**config.mk**
```make
export PLATFORM = sky130hd
export DESIGN_NAME = conv_window_engine
export DESIGN_NICKNAME = d
export VERILOG_FILES = /design/src/rtl/conv_window_engine.sv
export SDC_FILE = /design/constraint.sdc
export NUM_CORES = 1
export LEC_CHECK = 0
export CORE_UTILIZATION = 55
export CTS_CLUSTER_SIZE = 10
export DETAILED_ROUTE_END_ITERATION = 16
export PLACE_DENSITY = 0.8
export SYNTH_ARGS = -nofsm -noshare
export SYNTH_HDL_FRONTEND = slang
export SYNTH_SLANG_ARGS = --single-unit
export TNS_END_PERCENT = 10
```
**constraint.sdc**
```tcl
create_clock -name clk -period 9.1 [get_ports clk]
set_input_delay 1.82 -clock clk [delete_from_list [all_inputs] [get_ports clk]]
set_output_delay 1.82 -clock clk [all_outputs]
set_load 0.005 [all_outputs]
```
**src/rtl/conv_window_engine.sv**
```systemverilog
// Serial KxK window engine: conv MAC, max-pool or sum-pool, one tap per cycle.
// Optional build macro CONV_SIGNED_EN: signed kernel and ReLU clamp for conv MAC.
module conv_window_engine #(
    parameter int DATA_W = 8,
    parameter int K      = 3,
    parameter int ACC_W  = 24,
    parameter int OUT_W  = 8,
    parameter int SHIFT  = 0
) (
    input  logic                      clk,
    input  logic                      rst,
    input  logic                      in_valid,
    output logic                      in_ready,
    input  logic [K*K*DATA_W-1:0]     image_flat,
    input  logic [K*K*DATA_W-1:0]     kernel_flat,
    input  logic [1:0]                mode,
    output logic                      out_valid,
    input  logic                      out_ready,
    output logic [OUT_W-1:0]          result,
    output logic                      busy
);

    localparam int N     = K * K;
    localparam int IDX_W = (N > 1) ? $clog2(N) : 1;
`ifdef CONV_SIGNED_EN
    localparam int AW    = ACC_W + 1;
`else
    localparam int AW    = ACC_W;
`endif

    typedef enum logic [1:0] {
        ST_IDLE = 2'd0,
        ST_ACC  = 2'd1,
        ST_DONE = 2'd2,
        ST_HOLD = 2'd3
    } state_t;

    state_t                  state_r;
    state_t                  state_nxt_s;
    logic [IDX_W-1:0]        idx_r;
    logic [AW-1:0]           acc_r;
    logic [AW-1:0]           acc_nxt_s;
    logic [N*DATA_W-1:0]     img_r;
    logic [N*DATA_W-1:0]     ker_r;
    logic [1:0]              mode_r;
    logic [DATA_W-1:0]       img_tap_s;
    logic [DATA_W-1:0]       ker_tap_s;
    logic [AW-1:0]           img_ext_s;
    logic [AW-1:0]           prod_s;
    logic [OUT_W-1:0]        res_s;
    logic                    last_tap_s;

    // Clamp any value that does not fit in OUT_W bits to all ones.
    function automatic logic [OUT_W-1:0] sat_f(input logic [AW-1:0] v);
        if (|v[AW-1:OUT_W]) begin
            sat_f = {OUT_W{1'b1}};
        end else begin
            sat_f = v[OUT_W-1:0];
        end
    endfunction

    assign in_ready   = (state_r == ST_IDLE) && !rst;
    assign busy       = (state_r != ST_IDLE);
    assign last_tap_s = (idx_r == IDX_W'(N - 1));
    assign img_tap_s  = img_r[idx_r*DATA_W +: DATA_W];
    assign ker_tap_s  = ker_r[idx_r*DATA_W +: DATA_W];
    assign img_ext_s  = {{(AW-DATA_W){1'b0}}, img_tap_s};

`ifdef CONV_SIGNED_EN
    // Image stays unsigned, kernel is two's complement; low AW bits are exact.
    assign prod_s = $signed(img_ext_s) * $signed({{(AW-DATA_W){ker_tap_s[DATA_W-1]}}, ker_tap_s});
`else
    assign prod_s = img_ext_s * {{(AW-DATA_W){1'b0}}, ker_tap_s};
`endif

    // Next-state decode for the window sequencer.
    always_comb begin
        state_nxt_s = state_r;
        case (state_r)
            ST_IDLE: begin
                if (in_valid && in_ready) begin
                    state_nxt_s = ST_ACC;
                end else begin
                    state_nxt_s = ST_IDLE;
                end
            end
            ST_ACC: begin
                if (last_tap_s) begin
                    state_nxt_s = ST_DONE;
                end else begin
                    state_nxt_s = ST_ACC;
                end
            end
            ST_DONE: state_nxt_s = ST_HOLD;
            ST_HOLD: begin
                if (out_ready) begin
                    state_nxt_s = ST_IDLE;
                end else begin
                    state_nxt_s = ST_HOLD;
                end
            end
            default: state_nxt_s = ST_IDLE;
        endcase
    end

    // Per-tap accumulator update for the latched mode.
    always_comb begin
        acc_nxt_s = acc_r;
        case (mode_r)
            2'b00: acc_nxt_s = acc_r + prod_s;
            2'b01: begin
                if (img_ext_s > acc_r) begin
                    acc_nxt_s = img_ext_s;
                end else begin
                    acc_nxt_s = acc_r;
                end
            end
            2'b10:   acc_nxt_s = acc_r + img_ext_s;
            default: acc_nxt_s = acc_r;
        endcase
    end

    // Final result formatting; max-pool bypasses the shift.
    always_comb begin
        res_s = {OUT_W{1'b0}};
        case (mode_r)
            2'b00: begin
`ifdef CONV_SIGNED_EN
                if (acc_r[AW-1]) begin
                    res_s = {OUT_W{1'b0}};
                end else begin
                    res_s = sat_f(acc_r >> SHIFT);
                end
`else
                res_s = sat_f(acc_r >> SHIFT);
`endif
            end
            2'b01:   res_s = sat_f(acc_r);
            2'b10:   res_s = sat_f(acc_r >> SHIFT);
            default: res_s = {OUT_W{1'b0}};
        endcase
    end

    // Sequencer state register.
    always_ff @(posedge clk or posedge rst) begin
        if (rst) begin
            state_r <= ST_IDLE;
        end else begin
            state_r <= state_nxt_s;
        end
    end

    // Window capture, tap index and accumulator.
    always_ff @(posedge clk or posedge rst) begin
        if (rst) begin
            img_r  <= {(N*DATA_W){1'b0}};
            ker_r  <= {(N*DATA_W){1'b0}};
            mode_r <= 2'b00;
            acc_r  <= {AW{1'b0}};
            idx_r  <= {IDX_W{1'b0}};
        end else begin
            case (state_r)
                ST_IDLE: begin
                    if (in_valid && in_ready) begin
                        img_r  <= image_flat;
                        ker_r  <= kernel_flat;
                        mode_r <= mode;
                        acc_r  <= {AW{1'b0}};
                        idx_r  <= {IDX_W{1'b0}};
                    end
                end
                ST_ACC: begin
                    acc_r <= acc_nxt_s;
                    if (last_tap_s) begin
                        idx_r <= {IDX_W{1'b0}};
                    end else begin
                        idx_r <= idx_r + IDX_W'(1);
                    end
                end
                default: begin
                    idx_r <= idx_r;
                end
            endcase
        end
    end

    // Registered result and output handshake.
    always_ff @(posedge clk or posedge rst) begin
        if (rst) begin
            result    <= {OUT_W{1'b0}};
            out_valid <= 1'b0;
        end else begin
            case (state_r)
                ST_DONE: begin
                    result    <= res_s;
                    out_valid <= 1'b1;
                end
                ST_HOLD: begin
                    if (out_ready) begin
                        out_valid <= 1'b0;
                    end
                end
                default: begin
                    out_valid <= 1'b0;
                end
            endcase
        end
    end

endmodule

```
; Word-level counts from Yosys, hierarchy flattened
; Index checks and enable logic that the tools add are counted.
[classes]
add_sub_neg = 3
mul = 1
div = 0
order_cmp = 1
n_eq_ne = 10
n_shift = 2
muxes = 15
n_bitwise = 0
reduce_logical = 12
[ops]
columns = operator, count
row1 = 72-bit by 8-bit indexed part select with 8-bit output, 2
row2 = 24-bit one-hot mux with 3 select lines, 1
row3 = 24-bit two-way mux, 2
row4 = 24-bit one-hot mux with 2 select lines, 1
row5 = 24-bit by 16-bit adder with 24-bit output, 1
row6 = 24-bit by 8-bit adder with 24-bit output, 1
row7 = 8-bit by 24-bit > comparator with 1-bit output, 1
row8 = 8-bit by 8-bit multiplier with 16-bit output, 1
row9 = 8-bit two-way mux, 2
row10 = 16-bit OR reduction, 1
row11 = 4-bit two-way mux, 2
row12 = 2-bit one-hot mux with 4 select lines, 1
row13 = 4-bit one-hot mux with 2 select lines, 1
row14 = "2-bit == test, second input constant", 3
row15 = "4-bit by 1-bit adder with 4-bit output, second input constant", 1
row16 = "2-bit by 1-bit == test with 1-bit output, second input constant", 2
row17 = "4-bit == test, second input constant", 1
row18 = 2-bit zero test, 2
row19 = 2-bit two-way mux, 2
row20 = "4-bit by 1-bit inequality test with 1-bit output, second input constant", 1
row21 = 2-bit AND reduction, 2
row22 = 4-bit AND reduction, 1
row23 = 2-bit nonzero test, 2
row24 = "3-bit inequality test, second input constant", 1
row25 = other kinds (7), 9
[totals]
regBits = 185
latchBits = 0
mem_bits_rw = 0
rom_bits = 0
in_bits = 150
output_inout_bits = 11
word_cells = 52
n_memories = 0

; Depth between registers and ports, before layout
[depth]
ltp_word = 5
mapped_depth = 24
ltp_nobuf = 22

; Worst setup path after synthesis
; OpenSTA, ideal clock, no wires.
[synth_timing]
kind = register to register
start = reg idx_r[0]
end = reg acc_r[23]
setup_time_ns = 0.131
arrival_time_ns = 6.010
required_ns = 8.969
slack_ns = 2.959
path_stages_with_launch = 22
n_path_buf = 2
period_less_slack_ns = 6.141
path_cell_list = dfrtp_1 > buf_2 > buf_2 > mux4_2 > mux2i_1 > nor2_1 > a21oi_1 > nor2_1 > fa_1 > fa_1 > fa_1 > inv_1 > fa_1 > inv_1 > ha_1 > o21a_1 > o21ai_0 > o21bai_1 > a21o_1 > a31oi_1 > mux2i_1 > or3_1
[synth_between]
elab_chain_cells = 5
elab_cells_between_ends = 10
classes_between = add/sub (2) / mul (1) / order compare (1) / eq/ne (1) / shift (2) / mux (2) / reduce/logical (1)
[synth_rtl]
columns = item, line
row1 = start: declaration, 40  ; logic [IDX_W-1:0] idx_r;
row2 = start signal: assignment, 160  ; idx_r <= {IDX_W{1'b0}};
row3 = start signal: assignment, 169  ; idx_r <= {IDX_W{1'b0}};
row4 = start signal: assignment, 175  ; idx_r <= {IDX_W{1'b0}};
row5 = "72-bit by 8-bit indexed part select with 8-bit output, on equally long branches", "65, 66"
row6 = 8-bit by 8-bit multiplier with 16-bit output, 73  ; assign prod_s = img_ext_s * {{(AW-DATA_W){1'b0}}, ker_tap_s};
row7 = 24-bit by 16-bit adder with 24-bit output, 110  ; 2'b00: acc_nxt_s = acc_r + prod_s;
row8 = 24-bit one-hot mux with 3 select lines, 109  ; case (mode_r)
row9 = 24-bit one-hot mux with 2 select lines, 162  ; case (state_r)
row10 = end signal: assignment, 159  ; acc_r <= {AW{1'b0}};
row11 = end signal: assignment, 168  ; acc_r <= {AW{1'b0}};
row12 = end signal: assignment, 173  ; acc_r <= acc_nxt_s;
row13 = end: declaration, 41  ; logic [AW-1:0] acc_r;
; Parallel ways exist; a longest one is shown, timed or not.
; A chain may end at the register's enable or synchronous reset.

; Worst setup path in the final report
; Same ends and word-level chain as after synthesis.

==> run summary <==
Status: finished, final reports clean
Initial DRC count: 744
Hold WS: 0.472 ns
Post-synth EDFFs: 0
Clock root cell: clkbuf_16
Total GRT Usage: 29.6%
Die height: 151 um
Post_cts resized: 0
Compound-Gate Fraction of Synth Area: 9.68%
#FFs+latches synth: 185
CP startpoint kind: register
XOR/XNOR Fraction of Synth Area: 1.22%
Nets@finish: 1794
Via/cell ratio: 5.61
DRC viols: 0
Largest net degree at the start of global routing: 113
Number of routed nets with antenna violations: 0
Final Hold Vio Count: 0
CTS tree: yes
Period minus WS final: 7.24 ns
Clk buf depth: 2
Layout cell share with drive strength beyond 1: 6.05%
Clock-pin transition on the worst setup and hold timing paths: 0.08 ns
Worst-path fanout max: 29
Normalized max-slew margin: 30.9%
Mux cell area share after synthesis: 7.30%
Post-synthesis cell count: 1403
Pre-antenna DRT Iters: 6
Placer congestion estimate: 0.902
# setup viols final: 0
DIE AREA: 22800 um2
WL final: 31200 um
RSZ-0062 raised after global routing: no
Diode count: 0
Mean Syn Cell Area: 8.70 um2
Worst-margin pin slew: 1.04 ns
Drt wl/cell: 17.2 um
H-tree depth: 4
Reg2reg setup slack: 1.86 ns
Detailed placement HPWL: 22800 um
Starting Density: 56.1%
Max Clock Skew: 0.0190 ns
First-pass GRT wire length: 51900 um
Area grow syn2layout: 19.4%
IO buf count: 160
Worst Hold Class: reg2reg
Gr ovfl total: 0
Async SR Flop Fraction: 100%
Final worst-path cycle share: 79.6%
Hold Buf Count CTS: 0
Adder-Cell Fraction of Synth Area: 15.3%
Simple-gate area share of the yosys netlist: 22.6%
Arr. time, crit path: 7.57 ns
IO Pins: 161
Max-slew violations: 0
TritonCTS Buffers: 17
Synth warn: 0
Initial antenna violation count: 0
Largest family of logic cells by synthesized area: simple AND/OR/NAND/NOR gates
Sink Count: 185
Vias in the first global route: 10.7k
Unique masters post-synth: 64
CP Capture Type: register
Maximum clock frequency: 138 MHz
Syn Nets: 1672
Core Area: 21800 um2
Setup Buffers After CTS: 0
Setup tns final: 0 ns
WS Path Type: reg2reg
Row count: 54
Mapped cell area: 12200 um2
Max Cap Viol: 0
CP required: 9.43 ns
Sequential area share after synthesis: 37.9%
Post-synth top flop: dfrtp_1
Vias after detailed routing: 10.2k
Die X: 151 um
Worst-Skew Late Latency: 0.44 ns
[path summary, 6_finish.rpt]
path / startpoint / endpoint / depth (start not counted)
max in group asynchronous: rst / idx_r[0] / 3
worst min register to register: result[6] / result[6] / 2
worst min-delay path: result[6] / result[6] / 2
worst max-delay path: idx_r[0] / acc_r[23] / 22
min in group asynchronous: rst / ker_r[8] / 2
worst max register to register: idx_r[0] / acc_r[23] / 22
[logic make-up after synthesis]
group / count (synthesis)
AO/OA/AOI/OAI: 177
XOR/XNOR: 17
adder cells (fa/ha/maj): 119
buffers and inverters: 185
flip-flops: 185
multiplexers: 49
AND/OR/NAND/NOR: 671
[cell type report]
type	instances	area, um2
multi-input combinational	1033	6860
inverter	119	452
clock inverter	14	178
clock buffer	18	429
sequential	185	4630
timing repair buffer	169	1670
fill	1743	7190
tap	280	350
[metrics by stage]
| step | cells | cell area [um2] | setup slack (ns) | utilization [%] |
|---|---|---|---|---|
| final | 1818 | 14600 | 1.86 | 67.0 |
| after global routing | 1818 | 14600 | 1.40 | 67.0 |
| after CTS | 1818 | 14600 | 1.88 | 67.0 |
| after detailed placement | 1786 | 14000 | 1.93 | 64.2 |
| after global placement | 1786 | 14000 | 2.10 | 64.2 |
| after floorplan | 1403 | 12200 | 2.25 | - |
[metal layers]
layer | track usage, % | vias up | wire [um]
li1 | - | 4842 | -
met1 | 37.6 | 4927 | 13200
met2 | 50.6 | 375 | 15500
met3 | 5.00 | 58 | 1740
met4 | 11.5 | 0 | 803
met5 | 0 | - | 0
[layout by cell type, fill, tap and decap left out, drive strengths merged, types with 4 or more instances in the layout]
| cell type | netlist | routed |
|---|---|---|
| nand2 | 492 | 492 |
| dfrtp | 185 | 185 |
| clkdlybuf4s50 | 0 | 160 |
| inv | 119 | 124 |
| nor2 | 88 | 88 |
| ha | 68 | 68 |
| fa | 51 | 51 |
| o21ai | 42 | 42 |
| a21oi | 35 | 35 |
| mux4 | 32 | 32 |
| nand3 | 20 | 20 |
| clkbuf | 49 | 18 |
| mux2i | 17 | 17 |
| o31ai | 16 | 16 |
| o21a | 12 | 12 |
| or2 | 11 | 11 |
| a31oi | 10 | 10 |
| xnor2 | 9 | 9 |
| buf | 17 | 9 |
| nor4 | 9 | 9 |
| nand2b | 8 | 8 |
| a211oi | 8 | 8 |
| xor2 | 8 | 8 |
| nor3 | 8 | 8 |
| nand4 | 8 | 8 |
| nor2b | 7 | 7 |
| clkinv | 0 | 7 |
| a21o | 6 | 6 |
| o21bai | 6 | 6 |
| a221oi | 6 | 6 |
| o211ai | 5 | 5 |
| and2 | 5 | 5 |
| a211o | 4 | 4 |
| or3 | 4 | 4 |
[synthesized netlist by cell type, types with 8 or more instances]
master	n	area share [%]
buf_2	10	0.41
nor2_1	88	2.7
o21ai_0	40	1.6
o21a_1	12	0.74
a211oi_1	8	0.49
a31oi_1	10	0.51
nor4_1	8	0.41
mux4_2	32	5.9
ha_1	68	7.0
nand3_1	20	0.82
dfrtp_1	185	38
nor3_1	8	0.33
clkbuf_1	47	1.4
xor2_1	8	0.57
xnor2_1	9	0.65
or2_2	11	0.56
mux2i_1	17	1.4
a21oi_1	34	1.4
nand2b_1	8	0.41
o31ai_1	16	0.98
nand2_1	492	15
fa_1	51	8.4
inv_1	119	3.7
[state kept, by name, indices dropped and copies added (netlist names)]
name,cells
ker_r,72
mode_r,2
result,8
state_r,2
idx_r,4
acc_r,24
img_r,72
out_valid,1
[worst max-delay path, cell delays in order (launching register included)]
cell and delay [ns]:
dfrtp_2 0.99, buf_4 0.37, mux4_2 0.53, mux2i_1 0.15, nor2_1 0.05, a21oi_1 0.52
inv_1 0.26, nand2_1 0.14, fa_1 0.41, inv_1 0.09, fa_1 0.43, fa_1 0.49
inv_1 0.05, fa_1 0.52, inv_1 0.04, ha_1 0.34, o21ai_0 0.16, o21a_1 0.22
o21bai_1 0.15, a21o_1 0.21, a31oi_1 0.48, mux2i_1 0.14, or3_1 0.35
Power is left out: the tool's default activity adds up to more than one toggle a clock period on the data nets, which glitch-free logic cannot reach.
